$ cat config.mk
export PLATFORM = sky130hd
export DESIGN_NAME = panda_data_bus_adapter
export DESIGN_NICKNAME = d
export VERILOG_FILES = /design/src/rtl/panda_pkg.sv /design/src/rtl/panda_data_bus_adapter.sv
export SDC_FILE = /design/constraint.sdc
export NUM_CORES = 1
export LEC_CHECK = 0
export CAP_MARGIN = 20
export CORE_MARGIN = 2
export CORE_UTILIZATION = 26
export DETAILED_ROUTE_END_ITERATION = 7
export GPL_TIMING_DRIVEN = 0
export PLACE_DENSITY = 0.78
export SYNTH_ARGS = -nofsm -noshare
export SYNTH_HDL_FRONTEND = slang
export SYNTH_SLANG_ARGS = --single-unit
$ cat constraint.sdc
create_clock -name clk_i -period 1.5 [get_ports clk_i]
set_input_delay 0.225 -clock clk_i [delete_from_list [all_inputs] [get_ports clk_i]]
set_output_delay 0.225 -clock clk_i [all_outputs]
set_load 0.02 [all_outputs]
$ cat src/rtl/panda_pkg.sv
// Shared types for the panda core's data-bus adapter: FSM state encoding and
// the byte-enable rule applied to bus requests.
package panda_pkg;

    typedef enum logic [1:0] {
        DATA_BUS_IDLE,
        DATA_BUS_REQ,
        DATA_BUS_WAIT,
        DATA_BUS_DONE
    } data_bus_state_e;

    // Loads always fetch the full word; stores use the core's byte enables.
    function automatic logic [3:0] bus_be(input logic [3:0] we);
        return (we == 4'h0) ? 4'hF : we;
    endfunction

endpackage

$ cat src/rtl/panda_data_bus_adapter.sv
// Bridges the core's single-cycle load/store interface to a req/gnt/rvalid bus,
// stalling the core until the response arrives. Optional abort timer: PANDA_DATA_TIMEOUT_EN.
module panda_data_bus_adapter
    import panda_pkg::*;
#(
    parameter int unsigned TimeoutCycles = 255
) (
    input  logic        clk_i,
    input  logic        rst_i,
    input  logic        core_req_i,
    input  logic [3:0]  core_we_i,
    input  logic [31:0] core_addr_i,
    input  logic [31:0] core_wdata_i,
    output logic [31:0] core_rdata_o,
    output logic        core_err_o,
    output logic        core_stall_o,
    output logic        data_req_o,
    input  logic        data_gnt_i,
    output logic [31:0] data_addr_o,
    output logic        data_we_o,
    output logic [3:0]  data_be_o,
    output logic [31:0] data_wdata_o,
    input  logic        data_rvalid_i,
    input  logic [31:0] data_rdata_i,
    input  logic        data_err_i
);

    data_bus_state_e state, state_next;
    logic [31:0]     rdata_q, rdata_d;
    logic            err_q, err_d;
    logic            capture;
    logic            timeout;

    // Payload comes straight from the core, which holds it stable while stalled.
    assign data_addr_o  = {core_addr_i[31:2], 2'b00};
    assign data_we_o    = |core_we_i;
    assign data_be_o    = bus_be(core_we_i);
    assign data_wdata_o = core_wdata_i;

    logic unused_addr_bits;
    assign unused_addr_bits = ^core_addr_i[1:0];

`ifdef PANDA_DATA_TIMEOUT_EN
    localparam int unsigned CntW = $clog2(TimeoutCycles + 1);
    logic [CntW-1:0] cnt_q;

    assign timeout = (cnt_q == CntW'(TimeoutCycles - 1));

    // Restarts on every entry to REQ or WAIT, so each phase gets its own budget.
    always_ff @(posedge clk_i or posedge rst_i) begin
        if (rst_i) begin
            cnt_q <= '0;
        end else if (state_next != state &&
                     (state_next == DATA_BUS_REQ || state_next == DATA_BUS_WAIT)) begin
            cnt_q <= '0;
        end else if (state == DATA_BUS_REQ || state == DATA_BUS_WAIT) begin
            cnt_q <= cnt_q + 1'b1;
        end
    end
`else
    logic [31:0] unused_timeout_cycles;
    assign unused_timeout_cycles = 32'(TimeoutCycles);
    assign timeout = 1'b0;
`endif

    always_comb begin
        // NOTE: every output of this block gets a default first so no path infers a latch.
        state_next   = state;
        capture      = 1'b0;
        rdata_d      = data_rdata_i;
        err_d        = data_err_i;
        data_req_o   = 1'b0;
        core_stall_o = 1'b0;
        unique case (state)
            DATA_BUS_IDLE: begin
                data_req_o   = core_req_i;
                core_stall_o = core_req_i;
                if (core_req_i) begin
                    state_next = data_gnt_i ? DATA_BUS_WAIT : DATA_BUS_REQ;
                end
            end
            DATA_BUS_REQ: begin
                data_req_o   = 1'b1;
                core_stall_o = 1'b1;
                if (data_gnt_i) begin
                    state_next = DATA_BUS_WAIT;
                end else if (timeout) begin
                    state_next = DATA_BUS_DONE;
                    capture    = 1'b1;
                    rdata_d    = '0;
                    err_d      = 1'b1;
                end
            end
            DATA_BUS_WAIT: begin
                core_stall_o = 1'b1;
                if (data_rvalid_i) begin
                    state_next = DATA_BUS_DONE;
                    capture    = 1'b1;
                end else if (timeout) begin
                    state_next = DATA_BUS_DONE;
                    capture    = 1'b1;
                    rdata_d    = '0;
                    err_d      = 1'b1;
                end
            end
            DATA_BUS_DONE: state_next = DATA_BUS_IDLE;
            default:       state_next = DATA_BUS_IDLE;
        endcase
    end

    // NOTE: sequential state uses non-blocking assignments so all registers update together.
    always_ff @(posedge clk_i or posedge rst_i) begin
        if (rst_i) begin
            state   <= DATA_BUS_IDLE;
            rdata_q <= '0;
            err_q   <= 1'b0;
        end else begin
            state <= state_next;
            if (capture) begin
                rdata_q <= rdata_d;
                err_q   <= err_d;
            end
        end
    end

    // Error is a one-cycle retire-time signal; read data simply holds its last capture.
    assign core_rdata_o = rdata_q;
    assign core_err_o   = err_q && (state == DATA_BUS_DONE);

endmodule

==> results summary, run 1 <==
The run finished, with violations left. The checks that failed: negative setup slack. The class of the tightest hold or removal check is in -> async. The final estimated routing congestion in global placement came out at 0.687. Summing the sequential cell areas from Yosys gives 44.5% of the chip area.

The fraction of power consumed by combinational cells is 60.7%. The number of non-filler instances in the completed layout is 428. The clock transition at the registers of the reported paths came out at 0.07 ns. The initial antenna violation count is 0. The cell area power density came out at 1510 nW/um^2. The sum of net half-perimeters after detailed placement came out at 4260 um.

The timing-limited maximum frequency came out at 0.639 GHz. In this run, the clock network consumes 11.3% of the power. The via count of the first global-routing pass came out at 1802. The worst setup path is launched from a register.

The remaining max-slew budget at the tightest pin came out at 50.2%. The total of flip-flops plus latches after synthesis is 35. For this block, the via count after detailed routing is 1715. Clock tree synthesis selected as its root buffer the cell sky130_fd_sc_hd__clkbuf_8.

The maximum clock skew at final layout came out at 0.00418 ns. The category of the worst setup path capture point is a primary output. For this block, the routed nets add up to 5590 um of wire. The first detailed-routing pass took 4 iterations. The die span in x is 91.0 um. The count of port buffers added during placement is 143. The count of nets after finishing is 441. The pin count of the biggest net entering global routing is 36. Setup repair after global routing could not meet its margin everywhere. The library cells used most frequently in the layout, excluding fill and tap cells, are 103 x sky130_fd_sc_hd__clkdlybuf4s50_1, 75 x sky130_fd_sc_hd__buf_4, 35 x sky130_fd_sc_hd__dfrtp_1, 30 x sky130_fd_sc_hd__dlymetal6s2s_1, 28 x sky130_fd_sc_hd__mux2_1. The count of warnings emitted by yosys is 0. The area added between synthesis and finish is 100%.

The repair_antennas step left the layout with diodes totalling 0. The average wire per standard cell came out at 13.1 um. Dividing the final minimum period by the clock period gives 104%. The share of cells above drive strength 1 came out at 33.4%. The DRC violations left came out at 0.

The core occupancy in the finished layout came out at 54.0%. The shortest clock period the worst path allows after layout came out at 1.57 ns. The switching power of the nets came out at 2.21 mW.

For this run the aggregate overflow at the end of global routing stands at 0. A synthesized cell averages 11.9 um^2. The number of hold violations in the final report was 0.

The cell internal power dissipation came out at 3.74 mW. The top-level I/O count came out at 210. The number of buffers created by CTS came out at 5.

The static leakage power is 2.03 nW. The number of sinks handled by clock tree synthesis came out at 35. The final max-slew violation count is 0. Once the floorplan was initialized, standard cells occupied 27.0% of the core. The hold buffer count at CTS is 0. Across the VDD grid, the largest voltage drop is 984 uV. The total standard cell area after synthesis is 1970 um^2. The max-capacitance violation count is 0.

The total number of H-tree levels is 2. The worst endpoint data arrival time came out at 1.34 ns. The global-route wire length before repair is 8330 um.

The die is 91.0 um tall. The final setup violation count is 4. The post-detailed-route count of antenna-violating nets came out at 0. The required time at the endpoint of the critical path came out at 1.27 ns. The later pin in the worst-skew pair is clocked with a latency of 0.28 ns.

The instance count after placement with tap cells included is 408. The total core area is 7290 um^2. The top fanout value on the critical path came out at 3. The number of DRC violations after detailed-routing iteration 0 is 11. Of the total power, the share spent switching nets is 37.2%. In this run the deepest clock path goes through 2 buffers. Leaving out fill and tap cells, the most frequent cell in the layout is sky130_fd_sc_hd__clkdlybuf4s50_1. The worst setup path is of the reg -> out kind. For the pin with the worst max-slew slack, the measured transition is 0.747 ns.

TritonCTS built the clock tree. After layout, the worst setup slack is -0.0659 ns. The relative contribution of sequential cells to total power is 28.0%.

The die covers 8290 um^2. The number of cells produced by synthesis came out at 165. After detailed routing, the number of vias per cell comes to 4.01. The count of cell types in the netlist came out at 17.

The floorplan row count came out at 31. The total global-route track usage came out at 12.3%.
==> per-stage QoR <==
step / setup WS [ns] / hold WS, ns / setup TNS, ns / instance area, um^2 / power [mW]
finish: -0.0659 / 0.398 / -0.125 / 3940 / 5.95
global route: -0.143 / 0.474 / -1.52 / 3940 / 6.35
CTS: -0.0406 / 0.432 / -0.280 / 3740 / 5.84
detailed placement: -0.653 / 0.483 / -11.44 / 3530 / 4.85
global placement: -0.619 / 0.470 / -24.55 / 3530 / 4.77
floorplan: -0.000637 / 0.357 / -0.0191 / 1970 / 3.34
==> cell usage after synthesis <==
library cell	count	area share, %
sky130_fd_sc_hd__nor4_1	1	0.32
sky130_fd_sc_hd__nand2_1	1	0.19
sky130_fd_sc_hd__nor2_1	1	0.19
sky130_fd_sc_hd__mux2_1	30	17
sky130_fd_sc_hd__a21oi_1	1	0.25
sky130_fd_sc_hd__inv_1	7	1.3
sky130_fd_sc_hd__and2_1	1	0.32
sky130_fd_sc_hd__buf_2	3	0.76
sky130_fd_sc_hd__mux2_2	3	1.7
sky130_fd_sc_hd__a222oi_1	1	0.51
sky130_fd_sc_hd__conb_1	1	0.19
sky130_fd_sc_hd__ha_1	7	4.4
sky130_fd_sc_hd__buf_4	64	24
sky130_fd_sc_hd__a21o_2	1	0.44
sky130_fd_sc_hd__or2_1	4	1.3
sky130_fd_sc_hd__dfrtp_1	35	44
sky130_fd_sc_hd__mux2i_1	4	2.0
==> critical path, cell delays in order (launching register included) <==
cell                      delay (ns)
sky130_fd_sc_hd__dfrtp_1        0.41
sky130_fd_sc_hd__buf_4          0.15
sky130_fd_sc_hd__buf_6          0.10
sky130_fd_sc_hd__ha_2           0.15
sky130_fd_sc_hd__and2_4         0.13
sky130_fd_sc_hd__buf_6          0.12
==> cell families after synthesis <==
logic type                 after synthesis  share of synthesized area, %
muxes                                   37                          20.9
and+or+nand+nor                          8                          2.29
other                                    1                         0.190
buffers and inverters                   74                          26.5
AOI/OAI and AO/OA                        3                          1.21
DFF                                     35                          44.5
adders and majority gates                7                          4.45
==> flip-flops by register name (all words and copies together), names as in the netlist <==
| register | flops |
|---|---|
| core_rdata_o | 32 |
| err_q | 1 |
| state | 2 |
==> what timing repair did <==
action                                 CTS  global route
pin swaps                                4             3
setup endpoints to repair               40            72
buffers inserted                         8             1
endpoints found under the hold margin    0             0
resized for setup                       63            40
gates cloned                             0             3
==> final cells by class <==
cell class / instances / area [um^2]
plain buffers: 67 / 531
clock buffers: 7 / 76.3
clock inverters: 1 / 5.00
fillers: 644 / 3350
inverters: 7 / 26.3
multi-input cells: 57 / 661
flip-flops and latches: 35 / 876
well taps: 99 / 124
repair buffers: 155 / 1640
==> power groups by stage <==
stage                     Clock, mW  Sequential, mW  Combinational (mW)
final                         0.671            1.67                3.62
after global routing          0.752            1.73                3.86
after CTS                     0.701            1.68                3.46
after detailed placement          0            1.71                3.14
after global placement            0            1.68                3.09
after floorplan                   0            2.24                1.10
==> worst paths after layout <==
check / to / slack, ns / startpoint / depth (start not counted)
worst min-delay path: core_rdata_o[5]$_DFFE_PP0P_ / 0.40 / rst_i / 2
worst max register to register: core_rdata_o[1]$_DFFE_PP0P_ / 0 / state[1]$_DFFE_PP0P_ / 5
worst min register to register: core_rdata_o[9]$_DFFE_PP0P_ / 0.49 / core_rdata_o[9]$_DFFE_PP0P_ / 1
max in group asynchronous: core_rdata_o[25]$_DFFE_PP0P_ / 0.62 / rst_i / 2
min in group clk_i: core_rdata_o[9]$_DFFE_PP0P_ / 0.49 / core_rdata_o[9]$_DFFE_PP0P_ / 1
worst max-delay path: core_err_o / -0.07 / state[1]$_DFFE_PP0P_ / 5
==> metal layers <==
metal	vias up	share of wire (%)	GRT usage, %
met1	800	35	13.1
met4	0	0.86	3.03
li1	794	-	-
met2	115	53	22.0
met5	-	0	0
met3	6	11	5.89
Note: power is estimated with default switching activity, not from simulation.
==> inputs of run 2 (changes only) <==
--- a/config.mk
+++ b/config.mk
@@ -6,10 +6,12 @@
 export NUM_CORES = 1
 export LEC_CHECK = 0
 export CAP_MARGIN = 20
+export CORE_ASPECT_RATIO = 2
 export CORE_MARGIN = 2
 export CORE_UTILIZATION = 26
 export DETAILED_ROUTE_END_ITERATION = 7
 export GPL_TIMING_DRIVEN = 0
+export HOLD_SLACK_MARGIN = 0.15
 export PLACE_DENSITY = 0.78
 export SYNTH_ARGS = -nofsm -noshare
 export SYNTH_HDL_FRONTEND = slang
==> run 2 against run 1 <==
The run still ends with negative setup slack left. Total power rose by 5.5%. Sequential share of layout area rose by 0.092 points. Combinational power barely moved. Die area rose by 0.51%. Critical path depth did not move. Sequential cell count did not move. Final area fell by 0.41%. Critical endpoint is now core_stall_o.
==> results summary, run 2 (synthesis results as in run 1) <==
The flow ran to the end, but the final reports show violations. The final reports fail on negative setup slack. The required time at the endpoint of the critical path is 1.27 ns (about the same). The hold buffer count at CTS is 0 (unchanged).

The pin count of the biggest net entering global routing is 25 (-31%). The count of nets after finishing was 438 (-0.68%). The length in cells of the worst reg-to-reg path came out at 5 (unchanged). The detailed-router iteration count before antenna repair came out at 4 (unchanged). The detailed-routed wire length on met3 came out at 908 um (+43%). The worst endpoint data arrival time is 1.30 ns (-0.04 ns).

The highest layer touched by signal routing is met4. In this design, the largest share of critical-path delay is due to flip-flops. The instance count after placement with tap cells included is 402 (-1.5%).

The met1 routed wirelength after detailed routing is 1800 um (-7.8%). The number of non-filler instances in the completed layout is 418 (-2.3%). The final estimated routing congestion in global placement came out at 0.741 (+7.9%). The floorplan row count is 44 (+42%). The count of port buffers added during placement is 143 (unchanged). The total number of H-tree levels is 2 (unchanged).

In this run the critical register-to-register path is captured at core_rdata_o[22]$_DFFE_PP0P_. The routed wire length is 6410 um (+15%). The setup TNS is -0.0251 ns (+0.0997 ns). The final setup violation count is 1 (-3).

The flop-to-flop setup slack was 0.04 ns (+0.04 ns). The sum of net half-perimeters after detailed placement came to 5160 um (+21%). The final max-slew violation count came to 0 (unchanged). The total core area came to 7320 um^2 (+0.41%). The placement-stage worst setup slack is -0.785 ns (-0.133 ns). STA classifies the critical path endpoint as a primary output.

The core occupancy in the finished layout is 53.6% (-0.44 points). The antenna diode instance count is 0 (unchanged). The top fanout value on the critical path came out at 3 (unchanged).

The share of cells above drive strength 1 came out at 32.8% (-0.61 points). The floorplan die area is 8330 um^2 (+0.51%). The root buffer cell is sky130_fd_sc_hd__clkbuf_16. The worst stage delay on the critical path came out at 0.39 ns (-0.02 ns). The height of the die came out at 127 um (+40%). The buffers plus inverters on the worst setup path is 2 (-1). The number of hold violations in the final report is 0 (unchanged).

Walking the worst path, the cells encountered are inv_2 -> ha_4 -> a21oi_2 -> nor2_1 -> buf_2. The top-level I/O count is 210 (unchanged). The kind of start point of the critical path is a register.

The via count of the first global-routing pass is 1843 (+2.3%). The clock network latency to the later pin of the worst-skew pair is 0.28 ns (about the same). The static leakage power is 1.89 nW (-6.8%). The most common library cell in the layout ignoring fill and taps is sky130_fd_sc_hd__clkdlybuf4s50_1.

TritonCTS built the clock tree. The maximum clock skew at final layout is 0.00364 ns (-0.000538 ns). The number of DRC violations after detailed-routing iteration 0 is 20 (+9). The die span in x came to 65.5 um (-28%). The post-detailed-route count of antenna-violating nets came out at 0 (unchanged). The clock transition at the registers of the reported paths came out at 0.05 ns (-0.02 ns). The timing-limited maximum frequency was 0.656 GHz (+2.7%). The cell area power density was 1600 nW/um^2 (+5.9%). The period utilization came out at 102% (-2.7 points). The post-detailed-route via-to-cell ratio was 4.20 (+4.7%). The area added between synthesis and finish is 99.3%. The DRC violations left is 0 (unchanged). The max-capacitance violation count is 0 (unchanged).

The worst register-to-register path begins at state[0]$_DFFE_PP0P_. The average wire per standard cell is 15.3 um (+17%). Leaving out fill and tap cells, the most frequent cells in the layout are 118 x sky130_fd_sc_hd__clkdlybuf4s50_1, 70 x sky130_fd_sc_hd__buf_4, 35 x sky130_fd_sc_hd__dfrtp_1, 27 x sky130_fd_sc_hd__mux2_1, 14 x sky130_fd_sc_hd__dlymetal6s2s_1. The remaining max-slew budget at the tightest pin is 61.9% (+12 points). The number of buffers created by CTS came out at 5 (unchanged).

The via count is 1754 (+2.3%). The effective utilization at floorplan is 26.9% (-0.11 points). The maximum clock insertion buffer count is 2 (unchanged). The leftover overflow at the end of global routing was 0 (unchanged). The smallest setup slack after layout came out at -0.0251 ns (+0.0408 ns). The flip-flop count of the largest register, all copies and words added is 32 (unchanged).

The shortest clock period the worst path allows after layout is 1.53 ns (-0.0408 ns). The setup path with the least slack is of type reg -> out. The slowest stage cell on the critical path is sky130_fd_sc_hd__dfrtp_1. Setup repair after global routing could not meet its margin everywhere. In this run the worst hold path is classified as in -> async. The actual transition at the worst max-transition pin is 0.571 ns (-0.176 ns). The global-route wire length before repair came to 9120 um (+9.5%). The routed length on met2 came out at 3550 um (+20%). The worst-case vdd ir drop came out at 988 uV (+0.31%). The initial antenna violation count came out at 0 (unchanged). The total global-route track usage is 15.0% (+2.7 points). The number of sinks handled by clock tree synthesis came out at 35 (unchanged).
run 2: changes by cell type in the layout (fill, tap and decap cells not counted), sizes merged:
| cell | before | now |
|---|---|---|
| dlygate4sd2 | 2 | 3 |
| buf | 84 | 82 |
| clkdlybuf4s50 | 103 | 118 |
| dlymetal6s2s | 30 | 14 |
| clkbuf | 10 | 9 |
run 2: routing by layer:
layer | GRT usage (%) | vias to the layer above
li1 | - | 785
met1 | 12.7 | 793
met2 | 29.2 | 167
met3 | 5.81 | 9
met4 | 6.86 | 0
met5 | 0 | -
run 2: worst max path at each step:
stage / start / to / slack, ns / cells past startpoint
after floorplan: state[0]$_DFFE_PP0P_ / core_rdata_o[0]$_DFFE_PP0P_ / -0.0006 / 5
after global placement: core_we_i[0] / data_be_o[0] / -0.75 / 4
after detailed placement: core_we_i[0] / data_be_o[0] / -0.79 / 4
after CTS: state[1]$_DFFE_PP0P_ / core_stall_o / -0.02 / 5
after global routing: state[1]$_DFFE_PP0P_ / core_stall_o / -0.07 / 5
final: state[1]$_DFFE_PP0P_ / core_stall_o / -0.03 / 5
run 2: timing repair:
action	4_1_cts	5_1_grt
resized for setup	65	22
pin swaps	4	1
buffers inserted	5	1
cloned	0	2
endpoints found under the setup margin	40	33
run 2: final cells by class:
cell class	count	area, um^2
Clock buffer	7	133
Buffer	67	536
Tap cell	92	115
Clock inverter	1	5.00
Timing Repair Buffer	152	1570
Inverter	7	26.3
Sequential cell	35	876
Fill cell	642	3400
Multi-Input combinational cell	57	664
run 2: metrics by stage:
stage / instance area, um^2 / hold WS, ns / power [mW]
after floorplan: 1970 / 0.357 / 3.34
after global placement: 3520 / 0.471 / 4.82
after detailed placement: 3550 / 0.482 / 4.91
after CTS: 3800 / 0.328 / 6.19
after global routing: 3930 / 0.361 / 6.64
final: 3930 / 0.307 / 6.28
run 2: where the power goes:
group	leakage (nW)	switching, mW	internal [mW]
Clock	0.0679	0.370	0.613
Combinational	1.41	1.66	1.96
Sequential	0.414	0.249	1.44
Total	1.89	2.27	4.01
